**config.mk**
```make
export PLATFORM = sky130hd
export DESIGN_NAME = pc_gen
export DESIGN_NICKNAME = d
export VERILOG_FILES = /design/src/rtl/pc_gen.sv
export SDC_FILE = /design/constraint.sdc
export NUM_CORES = 1
export LEC_CHECK = 0
export ABC_AREA = 1
export BUFFER_PORTS_ARGS = -buffer_cell sky130_fd_sc_hd__buf_4
export CELL_PAD_IN_SITES_DETAIL_PLACEMENT = 1
export CELL_PAD_IN_SITES_GLOBAL_PLACEMENT = 1
export CORE_AREA = 2 2 101 103
export DETAILED_ROUTE_END_ITERATION = 12
export DIE_AREA = 0 0 103 105
export MAX_ROUTING_LAYER = met4
export PLACE_DENSITY = 0.75
export SLEW_MARGIN = 5
export SYNTH_ARGS = -nofsm -noshare
export SYNTH_HDL_FRONTEND = slang
export SYNTH_SLANG_ARGS = --single-unit
```
**constraint.sdc**
```tcl
create_clock -name clk -period 1.6 [get_ports clk]
set_input_delay 0.24 -clock clk [delete_from_list [all_inputs] [get_ports clk]]
set_output_delay 0.24 -clock clk [all_outputs]
set_load 0.1 [all_outputs]
```
**src/rtl/pc_gen.sv**
```systemverilog
// pc_gen: IF-stage program-counter generator with valid/ready handshake, trap/branch redirect,
// halt/resume and an optional direct-mapped branch target buffer (enabled by defining PC_BTB_EN).
module pc_gen #(
    parameter int unsigned       ADDR_W    = 32,
    parameter logic [ADDR_W-1:0] RESET_PC  = '0,
    parameter int unsigned       BTB_DEPTH = 8
) (
    input  logic              clk,
    input  logic              rst,
    input  logic              if_ready_i,
    output logic [ADDR_W-1:0] pc_o,
    output logic              pc_valid_o,
    input  logic              trap_flag_i,
    input  logic [ADDR_W-1:0] trap_addr_i,
    input  logic              branch_flag_i,
    input  logic [ADDR_W-1:0] branch_addr_i,
    input  logic              halt_i,
    input  logic              resume_i,
    output logic              misalign_o,
    output logic              pred_taken_o,
    input  logic              btb_upd_i,
    input  logic [ADDR_W-1:0] btb_upd_pc_i,
    input  logic [ADDR_W-1:0] btb_upd_tgt_i,
    input  logic              btb_upd_taken_i
);

    typedef enum logic [1:0] {StBoot, StRun, StHalt} state_e;

    state_e            state_q;
    logic [ADDR_W-1:0] pc_q, pc_d;
    logic              valid_q;
    logic              misalign_q;

    logic              accept;
    logic              redirect;
    logic [ADDR_W-1:0] redir_tgt;
    logic [ADDR_W-1:0] pc_plus4;
    logic              hit;
    logic [ADDR_W-1:0] pred_tgt;

    assign accept    = valid_q & if_ready_i;
    assign redirect  = trap_flag_i | branch_flag_i;
    assign redir_tgt = trap_flag_i ? trap_addr_i : branch_addr_i;
    assign pc_plus4  = pc_q + ADDR_W'(4);

`ifdef PC_BTB_EN
    localparam int unsigned IDX   = $clog2(BTB_DEPTH);
    localparam int unsigned TAG_W = ADDR_W - IDX - 2;

    logic [BTB_DEPTH-1:0] btb_valid_q;
    logic [TAG_W-1:0]     btb_tag_q [BTB_DEPTH];
    logic [ADDR_W-3:0]    btb_tgt_q [BTB_DEPTH];

    logic [IDX-1:0]       rd_idx, wr_idx;
    logic [TAG_W-1:0]     rd_tag, wr_tag;
    logic                 unused_btb_bits;

    assign rd_idx = pc_q[IDX+1:2];
    assign rd_tag = pc_q[ADDR_W-1:IDX+2];
    assign wr_idx = btb_upd_pc_i[IDX+1:2];
    assign wr_tag = btb_upd_pc_i[ADDR_W-1:IDX+2];
    assign unused_btb_bits = ^{btb_upd_pc_i[1:0], btb_upd_tgt_i[1:0]};

    // Registered arrays: a lookup in the write cycle still sees the old entry.
    assign hit      = valid_q & btb_valid_q[rd_idx] & (btb_tag_q[rd_idx] == rd_tag);
    assign pred_tgt = {btb_tgt_q[rd_idx], 2'b00};

    always_ff @(posedge clk or negedge rst) begin
        if (!rst) begin
            btb_valid_q <= '0;
        end else if (btb_upd_i) begin
            if (btb_upd_taken_i) begin
                btb_valid_q[wr_idx] <= 1'b1;
            end else if (btb_tag_q[wr_idx] == wr_tag) begin
                btb_valid_q[wr_idx] <= 1'b0;
            end
        end
    end

    // Tag/target payload needs no reset; the valid bits qualify it.
    always_ff @(posedge clk) begin
        if (btb_upd_i && btb_upd_taken_i) begin
            btb_tag_q[wr_idx] <= wr_tag;
            btb_tgt_q[wr_idx] <= btb_upd_tgt_i[ADDR_W-1:2];
        end
    end
`else
    logic unused_btb_in;

    assign hit           = 1'b0;
    assign pred_tgt      = '0;
    assign unused_btb_in = ^{btb_upd_i, btb_upd_pc_i, btb_upd_tgt_i, btb_upd_taken_i, BTB_DEPTH};
`endif

    always_comb begin
        pc_d = pc_q;
        if (redirect) begin
            pc_d = {redir_tgt[ADDR_W-1:2], 2'b00};
        end else if (accept) begin
            pc_d = hit ? pred_tgt : pc_plus4;
        end
    end

    always_ff @(posedge clk or negedge rst) begin
        if (!rst) begin
            state_q    <= StBoot;
            pc_q       <= RESET_PC;
            valid_q    <= 1'b0;
            misalign_q <= 1'b0;
        end else begin
            pc_q       <= pc_d;
            misalign_q <= redirect & (redir_tgt[1:0] != 2'b00);
            case (state_q)
                StBoot: begin
                    state_q <= StRun;
                    valid_q <= 1'b1;
                end
                StRun: begin
                    if (halt_i && !redirect) begin
                        state_q <= StHalt;
                        valid_q <= 1'b0;
                    end
                end
                StHalt: begin
                    if (resume_i || redirect) begin
                        state_q <= StRun;
                        valid_q <= 1'b1;
                    end
                end
                default: begin
                    state_q <= StBoot;
                    valid_q <= 1'b0;
                end
            endcase
        end
    end

    assign pc_o         = pc_q;
    assign pc_valid_o   = valid_q;
    assign misalign_o   = misalign_q;
    assign pred_taken_o = hit;

endmodule

```
=== Word-level counts from Yosys, hierarchy flattened ===
Index checks and enable logic that the tools add are counted.

* Word-level logic and storage cells: 28
* Register bits: 36
* Input bits: 137

* Equality and inequality tests: 4
* Mux-type cells: 9
* Bitwise operators: 3
* Add/subtract/negate cells: 1
* Reduce and logical (&&, ||, !) cells: 7

{| class="wikitable"
|+ Operators with widths
! cell !! count
|-
| two-way mux 32 bit || 3
|-
| adder 32 x 3 -> 32 bit (second input constant) || 1
|-
| case mux 2 bit (3 select lines) || 1
|-
| two-way mux 2 bit || 2
|-
| != test 2 bit (second input constant) || 2
|-
| nonzero test 2 bit || 2
|-
| case mux 1 bit (3 select lines) || 1
|-
| bitwise AND 1 bit || 2
|-
| == test 2 x 1 -> 1 bit (second input constant) || 1
|-
| == test 2 bit (second input constant) || 1
|-
| logical NOT 2 bit || 1
|-
| two-way mux 1 bit || 2
|-
| AND reduction 2 bit || 1
|-
| logical AND 1 bit || 1
|-
| logical NOT 1 bit || 1
|-
| logical OR 1 bit || 1
|-
| OR 1 bit || 1
|}

=== Depth between registers and ports, before layout ===
Gate-level depths: netlist of the first run.

* Depth after elaboration: 5
* Mapped depth: 9
* Gate-level depth less buffers: 9

=== Worst setup path before layout of the first run ===
No wires, ideal clock.

* Path type: flip-flop to flip-flop
* Start: register pc_q[2], in the netlist pc_o[2]
* End: register pc_q[22], in the netlist pc_o[22]
* Arrival time: 2054 ps
* Library setup time: 123 ps
* Buffers on the path: 0
* Stages on the path, launching flop included: 9
* Path slack: -577 ps
* Required time: 1477 ps
* Period minus slack after synthesis: 2177 ps
* Path through: dfrtp_1 -> ha_1 -> nand2_2 -> nor2_2 -> nand2_2 -> nor2_4 -> nand3_1 -> nand3_1 -> a21oi_1

* Word-level cells in the longest chain between the ends: 3

{| class="wikitable"
|+ Ends and longest elaborated chain
! what !! RTL line !! source
|-
| from (decl) || 30 || <nowiki>logic [ADDR_W-1:0] pc_q, pc_d;</nowiki>
|-
| from (signal assigned) || 111 || <nowiki>pc_q <= pc_d;</nowiki>
|-
| adder 32 x 3 -> 32 bit || 44 || <nowiki>assign pc_plus4 = pc_q + ADDR_W'(4);</nowiki>
|-
| two-way mux 32 bit || 99 || <nowiki>end else if (accept) begin</nowiki>
|-
| two-way mux 32 bit || 97 || <nowiki>if (redirect) begin</nowiki>
|}

No other way between the ends. The select of a mux whose other input is x is not followed.
A chain may end at the register's enable or synchronous reset.

=== Worst setup path after layout of the first run ===
* Start: register pc_q[2], in the netlist pc_o[2]
* End: register pc_q[26], in the netlist pc_o[26]

Same word-level chain as after synthesis.

==> flow_metrics.env, run 1 <==
export IMPL_status="finished, final reports clean"
export IMPL_wl_per_cell_um=14.5
export IMPL_reg2reg_to="pc_o[26]"
export IMPL_ys_flop_type="dfrtp_1"
export IMPL_postSynthAreaPerCell_um2=6.69
export IMPL_place_inst=610
export IMPL_finalHoldViolCount=0
export IMPL_place_congestion=0.858
export IMPL_final_nets=629
export IMPL_grt_setup_unrepaired="true"
export IMPL_min_delay_path_class="input port to flop"
export IMPL_grt_pass1_wl_um=14700
export IMPL_path_cells="ha_4 -> nand2_4 -> nor2_4 -> nand2_4 -> nor2_4 -> nand2_1 -> nand2_1 -> nand3_2 -> a21oi_2"
export IMPL_clk_latency_ns=0.30
export IMPL_synthArstFlopShare_pct=100
export IMPL_max_stage_delay_ns=0.45
export IMPL_drv_slew=0
export IMPL_drc=0
export IMPL_drtPass1Iterations=4
export IMPL_grt_pass1_vias=3031
export IMPL_skew_ns=0.00841
export IMPL_htree_levels=2
export IMPL_first_iter_violations=114
export IMPL_ys_top_cells_by_area="dfrtp_1, nand2_1, nor2_1"
export IMPL_synth_top_area_cell="dfrtp_1"
export IMPL_via_count=2979
export IMPL_netlist_area_um2=2560
export IMPL_cts_tree="yes"
export IMPL_synthToLayoutAreaGrowth_pct=45.4
export IMPL_rows=36
export IMPL_yosysWarnings=0
export IMPL_antenna_found_initial=0
export IMPL_synthDistinctLibCells=34
export IMPL_initial_core_util_pct=26.6
export IMPL_ff2ff_path_depth=9
export IMPL_die_h_um=105
export IMPL_synthCells=383
export IMPL_clock_path_buffers=2
export IMPL_gr_total_overflow=0
export IMPL_path_max_fanout=6
export IMPL_peakVddDrop_mv=0.764
export IMPL_grt_max_degree=34
export IMPL_leakage_uw=0.00167
export IMPL_core_um2=9640
export IMPL_seq_area_frac_synth_pct=32.2
export IMPL_io_pins=172
export IMPL_place_area_um2=3560
export IMPL_ant_nets=0
export IMPL_ys_ff_latch=33
export IMPL_cts_buffers=5
export IMPL_power_density_nw_per_um2=1150
export IMPL_cts_clk_slew_worst_paths_ns=0.08
export IMPL_wl_um=9060
export IMPL_critical_path_class="flop to flop"
export IMPL_die_w_um=103
export IMPL_whs_ns=0.164
export IMPL_synth_edf_count=0
export IMPL_cts_root_buf="clkbuf_8"
export IMPL_min_to="misalign_o"
export IMPL_endpoint_kind="flop"
export IMPL_r2r_start="pc_o[2]"
export IMPL_period_share_pct=96.0
export IMPL_synth_top_area_share_pct=32.2
export IMPL_fin_util_pct=38.7
export IMPL_avgViaCountPerCell=4.77
export IMPL_design_area_um2=3730
export IMPL_r2r_setup_slack_ns=0.06
export IMPL_track_usage_pct=17.6
export IMPL_whs_path_depth=3
export IMPL_final_cells=625
export IMPL_port_buffers=102
export IMPL_max_freq_mhz=651
export IMPL_layout_min_cycle_time_ns=1.54
export IMPL_diodes=0
export IMPL_setup_viol=0
export IMPL_drive_gt1_share_pct=38.2
export IMPL_die_area_um2=10800
export IMPL_clock_sinks=33
export IMPL_tns_ns=0
export IMPL_crit_arrival_ns=1.76
export IMPL_drv_cap=0
export IMPL_hold_start="branch_addr_i[1]"
export IMPL_dp_hpwl_um=7030
export IMPL_critPathSlowestCell="dfrtp_4"
export IMPL_cp_start_kind="flop"
export IMPL_cp_required_ns=1.83
## synth_stat cells (2+ instances only)
| library cell | n |
|---|---|
| o21bai_1 | 2 |
| a21oi_1 | 22 |
| nand3_1 | 35 |
| inv_2 | 5 |
| clkbuf_1 | 3 |
| or2_2 | 2 |
| nor2_2 | 6 |
| o21ai_0 | 11 |
| and2_1 | 2 |
| inv_1 | 26 |
| a22o_1 | 19 |
| nor2_1 | 76 |
| nand3b_1 | 2 |
| a22oi_1 | 11 |
| o21ai_1 | 6 |
| nor2_4 | 6 |
| nand2_2 | 4 |
| dfrtp_1 | 33 |
| buf_4 | 3 |
| buf_2 | 11 |
| nand2_1 | 79 |
| a31oi_1 | 7 |
## sequential cells by signal, indices dropped and copies added (netlist names)
register	flops
pc_o	30
misalign_o	1
state_q	2
## worst max-delay path, delay by kind of cell (launching register included)
| kind | cells | cell delay [ns] |
|---|---|---|
| flip-flops | 1 | 0.45 |
| AND/OR/NAND/NOR | 7 | 0.73 |
| adder cells (fa/ha/maj) | 1 | 0.15 |
| AO/OA/AOI/OAI | 1 | 0.13 |
## kinds of logic (layout without fill, tap and decap cells)
kind of cell	count (synthesis)	count (layout)	share of synthesized area, %
and+or+nand+nor	216	216	37.5
AOI/OAI and AO/OA	83	83	21.5
buffers and inverters	49	156	8.15
DFF	33	33	32.2
adders and majority gates	1	1	0.488
other	1	3	0.146
## how the worst max path moves through the flow
stage / start / end / slack (ns) / depth (start not counted)
detailed placement: pc_o[2] / pc_o[26] / 0.08 / 9
global route: pc_o[2] / pc_o[26] / -0.04 / 9
finish: pc_o[2] / pc_o[26] / 0.06 / 9
floorplan: pc_o[2] / pc_o[26] / 0.01 / 9
global placement: pc_o[2] / pc_o[26] / 0.12 / 9
CTS: pc_o[2] / pc_o[26] / 0.05 / 9
## where the power goes
group	switching, uW	internal [uW]	total (uW)
sequential	258	1050	1310
clock	358	301	659
combinational	1720	600	2320
## final cells by class
| class | instances | area, um^2 |
|---|---|---|
| fillers | 1272 | 5910 |
| repair buffers | 117 | 881 |
| clock inverters | 3 | 17.5 |
| well taps | 133 | 166 |
| multi-input cells | 303 | 1590 |
| flip-flops and latches | 33 | 888 |
| clock buffers | 5 | 68.8 |
| inverters | 31 | 116 |
## metal layers
layer	vias to the layer above	track usage [%]	part of all wire, %
li1	1488	-	-
met4	0	3.85	1.0
met3	6	2.81	4.2
met1	1421	23.0	47
met2	64	28.7	48
met5	-	-	0
## cell usage in the layout, fill, tap and decap left out, types with 2 or more instances in the layout
cell type,count
a21oi_1,19
a21oi_2,3
a22o_1,19
a22oi_1,11
a31oi_1,7
and2_1,2
buf_4,116
clkbuf_8,5
clkinv_2,2
conb_1,3
dfrtp_1,3
dfrtp_2,20
dfrtp_4,10
inv_1,26
inv_2,5
nand2_1,79
nand2_2,2
nand2_4,3
nand3_1,34
nand3b_1,2
nor2_1,74
nor2_2,6
nor2_4,8
o21ai_0,10
o21ai_1,7
o21bai_1,2
or2_2,2
## stage by stage
| stage | total power [uW] | setup slack [ns] |
|---|---|---|
| 2_1_floorplan | 2990 | 0.00990 |
| 3_3_place_gp | 3560 | 0.121 |
| 3_5_place_dp | 3610 | 0.0795 |
| 4_1_cts | 4280 | 0.0502 |
| 5_1_grt | 4520 | -0.0366 |
| 6_report | 4280 | 0.0640 |
## timing repair
item / 4_1_cts / 5_1_grt
setup buffers: 0 / 6
gates resized for setup: 0 / 7
hold buffers: 1 / 0
hold endpoints to repair: 33 / 0
setup endpoints to repair: 0 / 8
(Power assumes the default switching activity.)
==> run 2: changes to the inputs <==
==> config.mk (replaced) <==
export PLATFORM = sky130hd
export DESIGN_NAME = pc_gen
export DESIGN_NICKNAME = d
export VERILOG_FILES = /design/src/rtl/pc_gen.sv
export SDC_FILE = /design/constraint.sdc
export NUM_CORES = 1
export LEC_CHECK = 0
export ABC_AREA = 1
export CELL_PAD_IN_SITES_DETAIL_PLACEMENT = 1
export CELL_PAD_IN_SITES_GLOBAL_PLACEMENT = 1
export CORE_AREA = 2 2 83 85
export DETAILED_ROUTE_END_ITERATION = 12
export DIE_AREA = 0 0 85 87
export DONT_BUFFER_PORTS = 1
export MAX_ROUTING_LAYER = met4
export PLACE_DENSITY = 0.74
export SLEW_MARGIN = 5
export SYNTH_ARGS = -nofsm -noshare
export SYNTH_HDL_FRONTEND = slang
export SYNTH_SLANG_ARGS = --single-unit
==> flow_metrics.env, run 2 (same netlist as run 1, synthesis figures left out) <==
export IMPL_final_nets=555
export IMPL_max_stage_delay_ns=0.44
export IMPL_drive_gt1_share_pct=26.8
export IMPL_skew_ns=0.00860
export IMPL_whs_path_depth=2
export IMPL_wl_um=8520
export IMPL_drtPass1Iterations=4
export IMPL_dp_hpwl_um=6370
export IMPL_final_common_cell="nand2_1"
export IMPL_io_pins=172
export IMPL_cts_clk_slew_worst_paths_ns=0.08
export IMPL_via_count=2728
export IMPL_largest_reg_flops=30
export IMPL_cp_required_ns=1.81
export IMPL_r2r_setup_slack_ns=0.06
export IMPL_drv_cap=0
export IMPL_track_usage_pct=24.3
export IMPL_tns_ns=0
export IMPL_ant_nets=0
export IMPL_cts_tree="yes"
export IMPL_final_cells=498
export IMPL_grt_max_degree=34
export IMPL_cts_root_buf="clkbuf_8"
export IMPL_avgViaCountPerCell=5.48
export IMPL_critical_path_class="flop to flop"
export IMPL_dr_wl_met3_um=575
export IMPL_wl_met1_um=3920
export IMPL_setup_viol=0
export IMPL_min_delay_path_class="input port to flop"
export IMPL_place_congestion=0.844
export IMPL_hold_start="branch_addr_i[1]"
export IMPL_whs_ns=0.0727
export IMPL_grt_pass1_wl_um=13700
export IMPL_grt_pass1_vias=2757
export IMPL_pwr_share_clk_pct=19.9
export IMPL_port_buffers=0
export IMPL_swShare_pct=52.9
export IMPL_synthToLayoutAreaGrowth_pct=23.3
export IMPL_dr_wl_met2_um=3920
export IMPL_cts_buffers=5
export IMPL_intPower_uw=2040
export IMPL_gr_total_overflow=0
export IMPL_core_um2=6570
export IMPL_cp_start_kind="flop"
export IMPL_p_sw_uw=2290
export IMPL_die_h_um=87
export IMPL_top_layer="met4"
export IMPL_path_buf_inv=0
export IMPL_path_cells="ha_4 -> nand2_4 -> nor2_4 -> nand2_4 -> nor2_4 -> nand2_1 -> nand2_1 -> nand3_1 -> a21oi_1"
export IMPL_pwr_share_seq_pct=28.7
export IMPL_max_freq_mhz=648
export IMPL_min_to="misalign_o"
export IMPL_endpoint_kind="flop"
export IMPL_first_iter_violations=108
export IMPL_leakage_uw=0.00133
export IMPL_drc=0
export IMPL_power_density_nw_per_um2=1370
export IMPL_path_max_fanout=6
export IMPL_grt_setup_unrepaired="true"
export IMPL_clk_latency_ns=0.30
export IMPL_clock_path_buffers=2
export IMPL_critPathSlowestCell="dfrtp_4"
export IMPL_die_w_um=85
export IMPL_place_inst=484
export IMPL_period_share_pct=96.5
export IMPL_diodes=0
export IMPL_combPwrFrac_pct=51.3
export IMPL_initial_core_util_pct=39.0
export IMPL_die_area_um2=7400
export IMPL_htree_levels=2
export IMPL_drv_slew=0
export IMPL_rows=30
export IMPL_layout_common_cells="nand2_1, nor2_1, buf_4, nand3_1, inv_1"
export IMPL_clock_sinks=33
export IMPL_ff2ff_path_depth=9
export IMPL_reg2reg_to="pc_o[26]"
export IMPL_crit_arrival_ns=1.76
export IMPL_status="finished, final reports clean"
export IMPL_fill_cells=864
export IMPL_finalHoldViolCount=0
export IMPL_r2r_start="pc_o[2]"
export IMPL_path_delay_family="simple AND/OR/NAND/NOR gates"
export IMPL_wl_per_cell_um=17.1
export IMPL_peakVddDrop_mv=0.779
export IMPL_antenna_found_initial=0
export IMPL_layout_min_cycle_time_ns=1.54
-- run 2: cell count changes in the layout (fill, tap and decap cells not counted) --
cell	before	now
a21oi_1	19	21
a21oi_2	3	1
buf_12	0	2
buf_4	116	40
bufinv_16	0	1
clkbuf_8	5	6
clkinv_2	2	0
nand3_1	34	35
nand3_2	1	0
nor2_1	74	73
nor2_4	8	9
o21ai_0	10	11
o21ai_1	7	6
-- run 2: routing by layer --
metal  track usage (%)  up-vias
li1                  -     1344
met1              30.6     1289
met2              39.8       87
met3              5.02        8
met4              6.64        0
met5                 -        -
-- run 2: worst max path at each step --
stage	slack (ns)	cells past startpoint	endpoint	start
after floorplan	0.01	9	pc_o[26]	pc_o[2]
after global placement	0.13	9	pc_o[26]	pc_o[2]
after detailed placement	0.06	9	pc_o[16]	pc_o[2]
after CTS	0.04	9	pc_o[16]	pc_o[2]
after global routing	-0.06	9	pc_o[26]	pc_o[2]
final	0.06	9	pc_o[26]	pc_o[2]
-- run 2: repair_timing --
item | in CTS | in global routing
endpoints found under the hold margin | 33 | 0
buffers inserted | 0 | 4
endpoints found under the setup margin | 0 | 9
resized for setup | 0 | 5
hold buffers | 2 | 0
-- run 2: worst register-to-register path, stage by stage (launching register included) --
cell     delay (ns)
dfrtp_4        0.44
ha_4           0.15
nand2_4        0.06
nor2_4         0.14
nand2_4        0.10
nor2_4         0.20
nand2_1        0.08
nand2_1        0.05
nand3_1        0.06
a21oi_1        0.16
-- run 2: stage by stage --
step / total power, uW / utilization (%) / cell area [um^2] / setup slack [ns]
after floorplan: 2990 / - / 2660 / 0.00990
after global placement: 3390 / 45.1 / 2960 / 0.131
after detailed placement: 3430 / 45.1 / 2960 / 0.0641
after CTS: 4330 / 47.4 / 3110 / 0.0448
after global routing: 4550 / 48.1 / 3160 / -0.0554
final: 4330 / 48.1 / 3160 / 0.0561
-- run 2: area by class of cell --
class,instances,area [um^2],area share [%]
Multi-Input combinational cell,303,1590,50.2
Sequential cell,33,888,28.1
Timing Repair Buffer,43,350,11.1
Inverter,31,116,3.68
Tap cell,80,100,3.17
Clock buffer,6,82.6,2.61
Clock inverter,2,37.5,1.19
-- run 2: power by group through the flow --
stage               logic [uW]  clock network (uW)  registers [uW]
floorplan                  608                   0            2380
global placement          2140                   0            1250
detailed placement        2170                   0            1260
CTS                       2200                 881            1240
global route              2360                 907            1280
finish                    2220                 863            1240
==> run 3: changes to the inputs <==
--- a/config.mk
+++ b/config.mk
@@ -5,12 +5,12 @@
 export SDC_FILE = /design/constraint.sdc
 export NUM_CORES = 1
 export LEC_CHECK = 0
-export ABC_AREA = 1
+export ABC_AREA = 0
 export CELL_PAD_IN_SITES_DETAIL_PLACEMENT = 1
 export CELL_PAD_IN_SITES_GLOBAL_PLACEMENT = 1
-export CORE_AREA = 2 2 83 85
+export CORE_AREA = 2 2 78 80
 export DETAILED_ROUTE_END_ITERATION = 12
-export DIE_AREA = 0 0 85 87
+export DIE_AREA = 0 0 80 82
 export DONT_BUFFER_PORTS = 1
 export MAX_ROUTING_LAYER = met4
 export PLACE_DENSITY = 0.74
==> flow_metrics.env, run 3 <==
export IMPL_status="finished with violations"
export IMPL_violations="setup timing"
export IMPL_ys_top_cells_by_area="dfrtp_1, a21oi_1, a22oi_1"
export IMPL_ys_ff_latch=33
export IMPL_core_um2=5750
export IMPL_fin_util_pct=64.5
export IMPL_dp_hpwl_um=6990
export IMPL_layout_common_cells="buf_4, a21oi_1, nand2_1, a22oi_1, dfrtp_4"
export IMPL_wl_per_cell_um=25.8
export IMPL_via_count=3003
export IMPL_synthDistinctLibCells=55
export IMPL_final_nets=517
export IMPL_final_cells=455
export IMPL_die_area_um2=6560
export IMPL_final_common_cell="buf_4"
export IMPL_drc=0
export IMPL_seq_area_frac_synth_pct=35.1
export IMPL_ys_flop_type="dfrtp_1"
export IMPL_max_freq_mhz=523
export IMPL_endpoint_kind="flop"
export IMPL_power_density_nw_per_um2=878
export IMPL_multiInputGateArea_um2=1800
export IMPL_largest_reg_flops=30
export IMPL_synth_top_area_cell="dfrtp_1"
export IMPL_ant_nets=0
export IMPL_place_inst=429
export IMPL_netlist_area_um2=2350
export IMPL_first_iter_violations=210
export IMPL_grt_setup_unrepaired="true"
export IMPL_cts_tree="yes"
export IMPL_initial_core_util_pct=40.9
export IMPL_synth_edf_count=0
export IMPL_yosysWarnings=0
export IMPL_die_h_um=82
export IMPL_cts_clk_slew_worst_paths_ns=0.08
export IMPL_fin_ws_ns=-0.313
export IMPL_track_usage_pct=32.3
export IMPL_antenna_found_initial=0
export IMPL_peakVddDrop_mv=0.543
export IMPL_cp_start_kind="flop"
export IMPL_io_pins=172
export IMPL_clock_path_buffers=2
export IMPL_diodes=0
export IMPL_netlist_top_cells_count="a21oi_1, nand2_1, dfrtp_1, a22oi_1"
export IMPL_crit_arrival_ns=2.07
export IMPL_layout_min_cycle_time_ns=1.91
export IMPL_period_share_pct=120
export IMPL_whs_ns=0.0401
export IMPL_avgViaCountPerCell=6.60
export IMPL_setup_viol=21
export IMPL_rows=28
export IMPL_finalHoldViolCount=0
export IMPL_cts_buffers=5
export IMPL_die_w_um=80
export IMPL_drtPass1Iterations=5
export IMPL_cp_required_ns=1.76
export IMPL_drv_cap=0
export IMPL_postSynthAreaPerCell_um2=8.06
export IMPL_grt_max_degree=44
export IMPL_path_max_fanout=5
export IMPL_leakage_uw=0.00153
export IMPL_wl_um=11700
export IMPL_htree_levels=2
export IMPL_fill_cells=662
export IMPL_cts_root_buf="clkbuf_8"
export IMPL_skew_ns=0.00967
export IMPL_grt_pass1_vias=3003
export IMPL_drv_slew=0
export IMPL_clock_sinks=33
export IMPL_synthArstFlopShare_pct=100
export IMPL_ff_latch_area_um2=913
export IMPL_drive_gt1_share_pct=52.9
export IMPL_place_congestion=0.835
export IMPL_clk_latency_ns=0.30
export IMPL_gr_total_overflow=0
export IMPL_synthCells=292
export IMPL_grt_pass1_wl_um=15600
export IMPL_min_delay_path_class="input port to flop"
export IMPL_port_buffers=0
export IMPL_synth_top_area_share_pct=35.1
export IMPL_critical_path_class="flop to flop"
export IMPL_synthToLayoutAreaGrowth_pct=57.7
## run 3: cell count changes in the layout (fill, tap and decap cells not counted), moves of 8 or more
cell	previous run	this run
nor2_4	9	1
nor2_1	73	19
a22oi_1	11	22
buf_4	40	86
dfrtp_2	20	10
buf_6	0	10
a22o_1	19	1
nand3_1	35	14
nand2_1	79	26
dfrtp_4	10	20
inv_1	26	3
nand4_1	1	10
## run 3: report_power, final
part           leakage (uW)  internal (uW)  switching (uW)
clock             0.0000395            310             344
combinational       0.00111            427            1140
sequential         0.000376            960            79.4
total               0.00153           1700            1560
## run 3: timing repair
action | CTS | global route
endpoints found under the hold margin | 33 | 0
endpoints found under the setup margin | 20 | 27
gates resized for setup | 34 | 26
setup buffers | 6 | 10
pin swaps | 16 | 17
hold buffers | 2 | 0
## run 3: cells by family (layout without fill, tap and decap cells)
logic type / Yosys count / after routing / share of synthesized area [%]
simple gates: 119 / 119 / 27.0
compound gates: 106 / 106 / 29.4
flops: 33 / 33 / 35.1
buf+inv: 24 / 110 / 4.73
xor+xnor: 6 / 6 / 2.23
mux: 2 / 2 / 0.904
fa+ha+maj: 1 / 1 / 0.532
other cells: 1 / 3 / 0.159
## run 3: area by class of cell
| cell class | instances | area share [%] |
|---|---|---|
| repair buffers | 99 | 21.8 |
| clock buffers | 8 | 2.16 |
| multi-input cells | 237 | 48.6 |
| well taps | 75 | 2.53 |
| inverters | 3 | 0.304 |
| flip-flops and latches | 33 | 24.6 |
## run 3: path summary, 6_finish.rpt
kind	from	to	slack [ns]	cells after the start
min in group asynchronous	rst	pc_o[3]	0.41	2
worst min-delay path	trap_flag_i	pc_o[29]	0.04	1
worst max-delay path	pc_o[11]	pc_o[27]	-0.31	6
worst min register to register	state_q[1]	state_q[1]	0.55	2
max in group asynchronous	rst	pc_o[19]	0.97	2
worst max register to register	pc_o[11]	pc_o[27]	-0.31	6
## run 3: worst max-delay path: stages, from the launching register on
cell	delay [ns]
dfrtp_4	0.41
and4_4	0.25
nand4_1	0.13
buf_6	0.18
or3_2	0.45
mux2i_1	0.20
o221ai_1	0.15
## run 3: per-layer routing
metal,wire length [um],vias up,track usage (%)
met5,0,-,-
met4,425,0,10.7
met1,4490,1504,37.7
met2,6050,178,56.2
li1,-,1279,-
met3,770,42,6.37
## run 3: stage by stage
| step | TNS [ns] | worst slack, ns | total power [uW] | area (um^2) |
|---|---|---|---|---|
| 5_1_grt | -3.42 | -0.327 | 3350 | 3710 |
| 3_3_place_gp | -1.98 | -0.227 | 2390 | 3230 |
| 4_1_cts | -0.810 | -0.130 | 3130 | 3520 |
| 6_report | -2.18 | -0.313 | 3260 | 3710 |
| 2_1_floorplan | -4.01 | -0.401 | 2090 | 2650 |
| 3_5_place_dp | -2.76 | -0.262 | 2430 | 3230 |
